### config.mk
export PLATFORM = sky130hd
export DESIGN_NAME = stream_packer_flat
export DESIGN_NICKNAME = d
export VERILOG_FILES = /design/src/rtl/stream_packer_pkg.sv /design/src/rtl/stream_packer_if.sv /design/src/rtl/stream_packer_pack_out_reg.sv /design/src/rtl/stream_packer.sv /design/src/flat_wrapper.sv
export SDC_FILE = /design/constraint.sdc
export NUM_CORES = 1
export LEC_CHECK = 0
export BUFFER_PORTS_ARGS = -buffer_cell sky130_fd_sc_hd__buf_2
export CORE_MARGIN = 4
export CORE_UTILIZATION = 35
export CTS_CLUSTER_DIAMETER = 40
export DETAILED_ROUTE_END_ITERATION = 10
export PLACE_DENSITY_LB_ADDON = 0.15
export SLEW_MARGIN = 20
export SYNTH_ARGS = -nofsm -noshare
export SYNTH_HDL_FRONTEND = slang
export SYNTH_SLANG_ARGS = --single-unit
### constraint.sdc
create_clock -name i_clk -period 2.56 [get_ports i_clk]
set_input_delay 0.256 -clock i_clk [delete_from_list [all_inputs] [get_ports i_clk]]
set_output_delay 0.256 -clock i_clk [all_outputs]
set_load 0.02 [all_outputs]
### src/rtl/stream_packer_pkg.sv
// rtl/stream_packer_pkg.sv - shared constants, state encoding and helpers for the element FIFO / packer pair
//
// Contents:
//   DEFAULT_ELE_BANDWIDTH, DEFAULT_PACK_FACTOR, DEFAULT_FLUSH_TIMEOUT - default widths/limits
//   pack_state_e - packer FSM encoding (PACK_STATE_FILL / PACK_STATE_HOLD)
//   clog2()      - ceiling log2 usable in parameter expressions
package stream_packer_pkg;

    localparam int DEFAULT_ELE_BANDWIDTH = 8;
    localparam int DEFAULT_PACK_FACTOR   = 4;
    localparam int DEFAULT_FLUSH_TIMEOUT = 16;

    typedef enum logic {
        PACK_STATE_FILL = 1'b0,
        PACK_STATE_HOLD = 1'b1
    } pack_state_e;

    function automatic int clog2(input int value);
        int r;
        r = 0;
        while ((1 << r) < value) begin
            r = r + 1;
        end
        return r;
    endfunction

endpackage

### src/rtl/stream_packer_if.sv
// rtl/stream_packer_if.sv - element-in / packed-word-out handshake bundle for stream_packer
//
// Signals:
//   i_valid, i_push_data, i_last, o_ready       - element stream into the packer
//   o_valid, o_pack_data, o_keep, o_last, i_ready - packed word stream out of the packer
// Modports:
//   slave  - the packer side
//   master - the side that feeds elements and drains words
interface stream_packer_if
    import stream_packer_pkg::*;
#(
    parameter int ELE_BANDWIDTH = DEFAULT_ELE_BANDWIDTH,
    parameter int PACK_FACTOR   = DEFAULT_PACK_FACTOR
);

    logic                                 i_valid;
    logic [ELE_BANDWIDTH-1:0]             i_push_data;
    logic                                 i_last;
    logic                                 o_ready;
    logic                                 o_valid;
    logic [ELE_BANDWIDTH*PACK_FACTOR-1:0] o_pack_data;
    logic [PACK_FACTOR-1:0]               o_keep;
    logic                                 o_last;
    logic                                 i_ready;

    modport slave (
        input  i_valid, i_push_data, i_last, i_ready,
        output o_ready, o_valid, o_pack_data, o_keep, o_last
    );

    modport master (
        output i_valid, i_push_data, i_last, i_ready,
        input  o_ready, o_valid, o_pack_data, o_keep, o_last
    );

endinterface

### src/rtl/stream_packer_pack_out_reg.sv
// rtl/stream_packer_pack_out_reg.sv - single-slot valid/ready output register for packed words
//
// Ports:
//   i_clk, i_rst              - clock, synchronous active-high reset
//   i_load                    - capture i_data/i_keep/i_last this edge
//   i_data, i_keep, i_last    - word to capture
//   i_ready                   - downstream accepts the presented word
//   o_valid, o_data, o_keep, o_last - presented word
//   o_free                    - slot can take a new word on this edge
module pack_out_reg #(
    parameter int DATA_W = 32,
    parameter int KEEP_W = 4
) (
    input  logic              i_clk,
    input  logic              i_rst,
    input  logic              i_load,
    input  logic [DATA_W-1:0] i_data,
    input  logic [KEEP_W-1:0] i_keep,
    input  logic              i_last,
    input  logic              i_ready,
    output logic              o_valid,
    output logic [DATA_W-1:0] o_data,
    output logic [KEEP_W-1:0] o_keep,
    output logic              o_last,
    output logic              o_free
);

    // Free when empty or when the current word leaves on this same edge.
    assign o_free = !o_valid || i_ready;

    always_ff @(posedge i_clk) begin
        if (i_rst) begin
            o_valid <= 1'b0;
            o_data  <= '0;
            o_keep  <= '0;
            o_last  <= 1'b0;
        end else if (i_load) begin
            o_valid <= 1'b1;
            o_data  <= i_data;
            o_keep  <= i_keep;
            o_last  <= i_last;
        end else if (o_valid && i_ready) begin
            o_valid <= 1'b0;
            o_data  <= '0;
            o_keep  <= '0;
            o_last  <= 1'b0;
        end
    end

endmodule

### src/rtl/stream_packer.sv
// rtl/stream_packer.sv - packs PACK_FACTOR consecutive elements into one wide word with keep/last
//
// Ports:
//   i_clk - clock, rising edge
//   i_rst - synchronous active-high reset
//   bus   - stream_packer_if.slave: element stream in, packed word stream out
// Build option:
//   PACKER_FLUSH_TIMEOUT_EN - when defined, a partial word is flushed (o_last=0)
//   after FLUSH_TIMEOUT idle cycles; when undefined no idle counter exists.
module stream_packer
    import stream_packer_pkg::*;
#(
    parameter int ELE_BANDWIDTH = DEFAULT_ELE_BANDWIDTH,
`ifdef PACKER_FLUSH_TIMEOUT_EN
    parameter int FLUSH_TIMEOUT = DEFAULT_FLUSH_TIMEOUT,
`endif
    parameter int PACK_FACTOR   = DEFAULT_PACK_FACTOR
) (
    input  logic           i_clk,
    input  logic           i_rst,
    stream_packer_if.slave bus
);

    localparam int LANE_W = clog2(PACK_FACTOR);
    localparam int CNT_W  = LANE_W + 1;
    localparam int WORD_W = ELE_BANDWIDTH * PACK_FACTOR;

    pack_state_e            state, state_nxt;

    logic [WORD_W-1:0]      acc_data;
    logic [PACK_FACTOR-1:0] acc_keep;
    logic [CNT_W-1:0]       acc_count;
    logic                   acc_last;

    logic                   accept;
    logic                   last_lane;
    logic                   flush_timeout;
    logic                   complete;
    logic                   out_free;
    logic                   out_load;
    logic                   acc_clear;
    logic                   acc_store;
    logic                   cnt_inc;

    logic [WORD_W-1:0]      word_data;
    logic [PACK_FACTOR-1:0] word_keep;
    logic                   word_last;

    // o_ready depends on state only, so there is no path from i_valid.
    assign bus.o_ready = (state == PACK_STATE_FILL);
    assign accept      = bus.i_valid && (state == PACK_STATE_FILL);
    assign last_lane   = (acc_count == CNT_W'(PACK_FACTOR - 1));

    // Accumulator contents with the element being accepted merged into its lane,
    // so a completing word can go straight to the output register this edge.
    always_comb begin
        word_data = acc_data;
        word_keep = acc_keep;
        for (int k = 0; k < PACK_FACTOR; k++) begin
            if (accept && (acc_count == CNT_W'(k))) begin
                word_data[k*ELE_BANDWIDTH +: ELE_BANDWIDTH] = bus.i_push_data;
                word_keep[k] = 1'b1;
            end
        end
    end

`ifdef PACKER_FLUSH_TIMEOUT_EN
    localparam int IDLE_W = clog2(FLUSH_TIMEOUT + 1);

    logic [IDLE_W-1:0] idle_count;
    logic              idle_armed;

    // Only a partially filled word in FILL ages; anything else restarts the count.
    assign idle_armed    = (state == PACK_STATE_FILL) && (acc_count != '0);
    assign flush_timeout = idle_armed && !accept &&
                           (idle_count == IDLE_W'(FLUSH_TIMEOUT - 1));

    always_ff @(posedge i_clk) begin
        if (i_rst || accept || !idle_armed || flush_timeout) begin
            idle_count <= '0;
        end else begin
            idle_count <= idle_count + IDLE_W'(1);
        end
    end
`else
    assign flush_timeout = 1'b0;
`endif

    always_ff @(posedge i_clk) begin
        if (i_rst) begin
            state <= PACK_STATE_FILL;
        end else begin
            state <= state_nxt;
        end
    end

    always_comb begin
        state_nxt = state;
        complete  = 1'b0;
        word_last = acc_last;
        out_load  = 1'b0;
        acc_clear = 1'b0;
        acc_store = 1'b0;
        cnt_inc   = 1'b0;
        case (state)
            PACK_STATE_FILL: begin
                complete  = (accept && (last_lane || bus.i_last)) || flush_timeout;
                // A timeout flush is not an accepted element, so it never closes a group.
                word_last = accept && bus.i_last;
                if (complete) begin
                    if (out_free) begin
                        out_load  = 1'b1;
                        acc_clear = 1'b1;
                    end else begin
                        acc_store = 1'b1;
                        state_nxt = PACK_STATE_HOLD;
                    end
                end else if (accept) begin
                    acc_store = 1'b1;
                    cnt_inc   = 1'b1;
                end
            end
            PACK_STATE_HOLD: begin
                if (out_free) begin
                    out_load  = 1'b1;
                    acc_clear = 1'b1;
                    state_nxt = PACK_STATE_FILL;
                end
            end
            default: begin
                state_nxt = PACK_STATE_FILL;
            end
        endcase
    end

    always_ff @(posedge i_clk) begin
        if (i_rst || acc_clear) begin
            acc_data  <= '0;
            acc_keep  <= '0;
            acc_count <= '0;
            acc_last  <= 1'b0;
        end else begin
            if (acc_store) begin
                acc_data <= word_data;
                acc_keep <= word_keep;
                acc_last <= word_last;
            end
            if (cnt_inc) begin
                acc_count <= acc_count + CNT_W'(1);
            end
        end
    end

    pack_out_reg #(
        .DATA_W (WORD_W),
        .KEEP_W (PACK_FACTOR)
    ) u_out_reg (
        .i_clk   (i_clk),
        .i_rst   (i_rst),
        .i_load  (out_load),
        .i_data  (word_data),
        .i_keep  (word_keep),
        .i_last  (word_last),
        .i_ready (bus.i_ready),
        .o_valid (bus.o_valid),
        .o_data  (bus.o_pack_data),
        .o_keep  (bus.o_keep),
        .o_last  (bus.o_last),
        .o_free  (out_free)
    );

endmodule

### src/flat_wrapper.sv
// flat-port wrapper written by rule: the top's interface ports become plain ports
module stream_packer_flat import stream_packer_pkg::*;
#(
    parameter int ELE_BANDWIDTH = DEFAULT_ELE_BANDWIDTH,

    parameter int PACK_FACTOR   = DEFAULT_PACK_FACTOR
)
  (i_clk, i_rst, bus_i_valid, bus_i_push_data, bus_i_last, bus_i_ready, bus_o_ready, bus_o_valid, bus_o_pack_data, bus_o_keep, bus_o_last);
  stream_packer_if #(.ELE_BANDWIDTH(ELE_BANDWIDTH), .PACK_FACTOR(PACK_FACTOR)) bus_i ();
  input  logic i_clk;
  input  logic i_rst;
  input wire logic [$bits(bus_i.i_valid)-1:0] bus_i_valid;
  input wire logic [$bits(bus_i.i_push_data)-1:0] bus_i_push_data;
  input wire logic [$bits(bus_i.i_last)-1:0] bus_i_last;
  input wire logic [$bits(bus_i.i_ready)-1:0] bus_i_ready;
  output wire logic [$bits(bus_i.o_ready)-1:0] bus_o_ready;
  output wire logic [$bits(bus_i.o_valid)-1:0] bus_o_valid;
  output wire logic [$bits(bus_i.o_pack_data)-1:0] bus_o_pack_data;
  output wire logic [$bits(bus_i.o_keep)-1:0] bus_o_keep;
  output wire logic [$bits(bus_i.o_last)-1:0] bus_o_last;
  assign bus_i.i_valid = bus_i_valid;
  assign bus_i.i_push_data = bus_i_push_data;
  assign bus_i.i_last = bus_i_last;
  assign bus_i.i_ready = bus_i_ready;
  assign bus_o_ready = bus_i.o_ready;
  assign bus_o_valid = bus_i.o_valid;
  assign bus_o_pack_data = bus_i.o_pack_data;
  assign bus_o_keep = bus_i.o_keep;
  assign bus_o_last = bus_i.o_last;
  stream_packer #(.ELE_BANDWIDTH(ELE_BANDWIDTH), .PACK_FACTOR(PACK_FACTOR)) u_core (.i_clk(i_clk), .i_rst(i_rst), .bus(bus_i));
endmodule
==> results.md <==
* DRC viols at 0
* Mux contribution to synthesized area at 15.51%
* Vias/cell at just under 5
* Clock-pin slew on the worst setup and hold paths at around 0.080 ns
* DP Wirelength at 5351 µm
* I/O Buffers at 51
* Initial Utilization at a little over a third
* Final WL at 8095 µm
* Placed inst area at 0.003716 mm²
* Die Ht at 105.9 µm
* RSZ-0062 raised after global routing: no
* Overall die width at approximately 110 µm
* Critical Path AT at around 2.4 ns
* Final setup TNS at 0 ns
* Sequential-to-total area share from yosys stat at between 40% and 50%
* Largest net degree at the start of global routing at 34
* Pins over their slew limit at 0
* Mapped Cells at 330
* Max FO, Critical Path at 10
* Cts hold-fix bufs at 0
* Register bit count reported by yosys at 79
* Dominant combinational cell family by area after synthesis: compound AO/OA/AOI/OAI gates
* Design Area, Final at 0.003902 mm²
* Final Skew at 0.009882 ns
* Simple-gate portion of the synthesized area at 10.96%
* # Post-CTS Setup Buffers at 0
* DR vias at 2511
* Synth Cell Area at 0.003357 mm²
* Place WS at 0.3431 ns
* Diodes inserted at 0
* Final hold vios at 0
* Critical path type: flop to flop
* DRT iter0 DRCs at 91
* Post-Synth Adder-Cell Area at 1.864%
* Rows at 35
* Share of layout cells above drive strength 1 at 30.10%
* Power per cell area at approximately 630 mW/mm²
* Rel. slew slack at 53.57%
* Final min period at between 2 and 2.5 ns
* Commonest cells after routing, fill and taps aside: dfxtp_1, nor2_1, buf_2
* TritonRoute pass-1 iters at 4
* Post-Syn Area per Cell at around 10 µm²
* Initial antenna violation count at 0
* YS warnings at 0
* Clk root buf: clkbuf_8
* CTS sink cnt at 79
* R2r worst-path depth at 6
* Max incr delay on CP at 0.50 ns
* Power Total at approximately 2.4 mW
* Die area at roughly 0.011 mm²
* Crit end category: flop
* Startpoint Class: flop
* Hold depth at 3
* Clock Latency Late Sink at ~0.35 ns
* Grt total ovfl at 0
* Commonest non-fill, non-tap cell in the layout: dfxtp_1
* Avg WL per Cell at 15.84 µm
* Worst path slowest cell: nor2_4
* Static leakage power at 1.512 nW
* Post-cts repair resize count at 0
* Final setup fails at 0
* H-tree lvl count at 3
* I/O pins at 52
* Worst IR Drop VDD at 0.2005 mV
* Layout area overhead at 16.25%
* Slew @ Worst Pin at 0.6964 ns
* Synth Area in Compound Gates at 17.63%
* Post-synthesis net count at around 350
* Fmax at 457.3 MHz
* Antenna Nets Post-Route at 0
* GRT Total Usage at 15.33%
* Core area at approximately 0.0093 mm²
* RePlAce Congestion at 0.7797
* Cell mode on critical path: ha_1
* Number of buffers created by CTS at 9
* Synth unique cells at 32
* Status: finished clean
* Xor/xnor cell area share of the yosys netlist at less than 1%
* Setup ws final at around 0.37 ns
* Critical path required time at 2.79 ns
* Max_cap viols at 0
* Vias in the first global route at 2441
* Layout Nets at 395
* TritonCTS clock tree: yes
* Period utilisation layout at a little under nine tenths
* CTS Buffer Depth at 2
* Crit-path cells: ha_1, ha_1, nand3b_1, nor2_4, mux2i_1, nor2_1
* First-pass GRT wire length at approximately 13000 µm
* Hold Path Class: input pin to flop
==> report_power, final <==
part	internal (mW)	switching, mW	total [mW]	leakage, nW
Clock	0.434	0.442	0.875	0.0967
Sequential	1.26	0.0188	1.28	0.641
Combinational	0.103	0.185	0.288	0.775
Total	1.80	0.646	2.45	1.51
==> critical path, delay by kind of cell (launching register included) <==
kind / cells / cell delay (ns)
adder cells (fa/ha/maj): 2 / 0.40
AND/OR/NAND/NOR: 3 / 1.03
multiplexers: 1 / 0.24
flip-flops: 1 / 0.39
==> state kept, by name, indices dropped and copies added, names as in the netlist <==
signal                    count
u_core.acc_last               1
u_core.state                  1
u_core.acc_keep               4
u_core.acc_count              3
u_core.u_out_reg.o_data      32
u_core.u_out_reg.o_last       1
u_core.acc_data              32
u_core.u_out_reg.o_keep       4
u_core.u_out_reg.o_valid      1
==> layout make-up <==
| cell class | instances | area [µm²] |
|---|---|---|
| clock inverter | 2 | 13.76 |
| tap | 129 | 161.4 |
| timing repair buffer | 61 | 342.8 |
| inverter | 21 | 78.83 |
| clock buffer | 14 | 172.7 |
| multi-input combinational | 205 | 1551 |
| sequential | 79 | 1582 |
| fill | 940 | 5381 |
==> kinds of logic (layout without fill, tap and decap cells) <==
logic type | after synthesis | after routing
DFF | 79 | 79
xor gates and xnor gates | 1 | 1
AOI/OAI and AO/OA | 69 | 69
buffers and inverters | 46 | 98
adders and majority gates | 5 | 5
and+or+nand+nor | 80 | 80
muxes | 50 | 50
==> per-stage QoR <==
step / instances / utilization (%) / hold WS [ns]
final: 511 / 42.04 / 0.2374
after global routing: 511 / 42.04 / 0.2672
after CTS: 511 / 42.04 / 0.2388
after detailed placement: 495 / 40.03 / 0.4357
after global placement: 495 / 40.03 / 0.4322
after floorplan: 330 / - / 0.3999
==> cell usage after synthesis <==
| cell | instances | area, µm² |
|---|---|---|
| and4bb_1 | 1 | 12.51 |
| a21oi_1 | 9 | 45.04 |
| mux2_2 | 16 | 180.2 |
| or3_1 | 1 | 6.260 |
| a21oi_2 | 2 | 17.52 |
| nand2b_4 | 1 | 13.76 |
| a211oi_2 | 17 | 212.7 |
| clkbuf_1 | 7 | 26.28 |
| or2_1 | 2 | 12.51 |
| buf_6 | 3 | 33.78 |
| nor3_1 | 1 | 5.000 |
| mux2i_1 | 34 | 340.3 |
| clkbuf_2 | 1 | 5.000 |
| nand2_1 | 5 | 18.77 |
| a22oi_1 | 18 | 135.1 |
| nand2b_1 | 3 | 18.77 |
| and2b_1 | 1 | 7.510 |
| nor2_1 | 61 | 229.0 |
| xnor2_1 | 1 | 8.760 |
| o21ai_2 | 1 | 8.760 |
| o21ai_1 | 1 | 5.000 |
| nor3b_2 | 2 | 25.02 |
| buf_4 | 4 | 30.03 |
| a21o_1 | 1 | 7.510 |
| dfxtp_1 | 79 | 1582 |
| nor2_4 | 1 | 11.26 |
| nand3b_1 | 1 | 7.510 |
| ha_1 | 5 | 62.56 |
| o21ai_0 | 4 | 20.02 |
| inv_1 | 21 | 78.83 |
| o32ai_1 | 16 | 140.1 |
| buf_2 | 10 | 50.05 |
==> routing by layer <==
metal  wire, µm  global-route usage [%]  vias up
met5          0                       0        -
met4        252                   7.493        0
met3        241                   2.914       15
met2       3628                   23.54       41
met1       3972                   20.68     1200
li1           -                       -     1255
==> final timing paths <==
path / start / to / slack [ns]
setup reg to reg: u_core.acc_count[0]$_SDFFE_PP0P_ / u_core.acc_data[26]$_SDFFE_PP0P_ / 0.37
setup / recovery: u_core.acc_count[0]$_SDFFE_PP0P_ / u_core.acc_data[26]$_SDFFE_PP0P_ / 0.37
hold / removal: bus_i_push_data[7] / u_core.acc_data[7]$_SDFFE_PP0P_ / 0.24
hold reg to reg: u_core.acc_keep[0]$_SDFFE_PP0P_ / u_core.acc_keep[0]$_SDFFE_PP0P_ / 0.45
No activity file was read; power rests on OpenSTA's default activity.
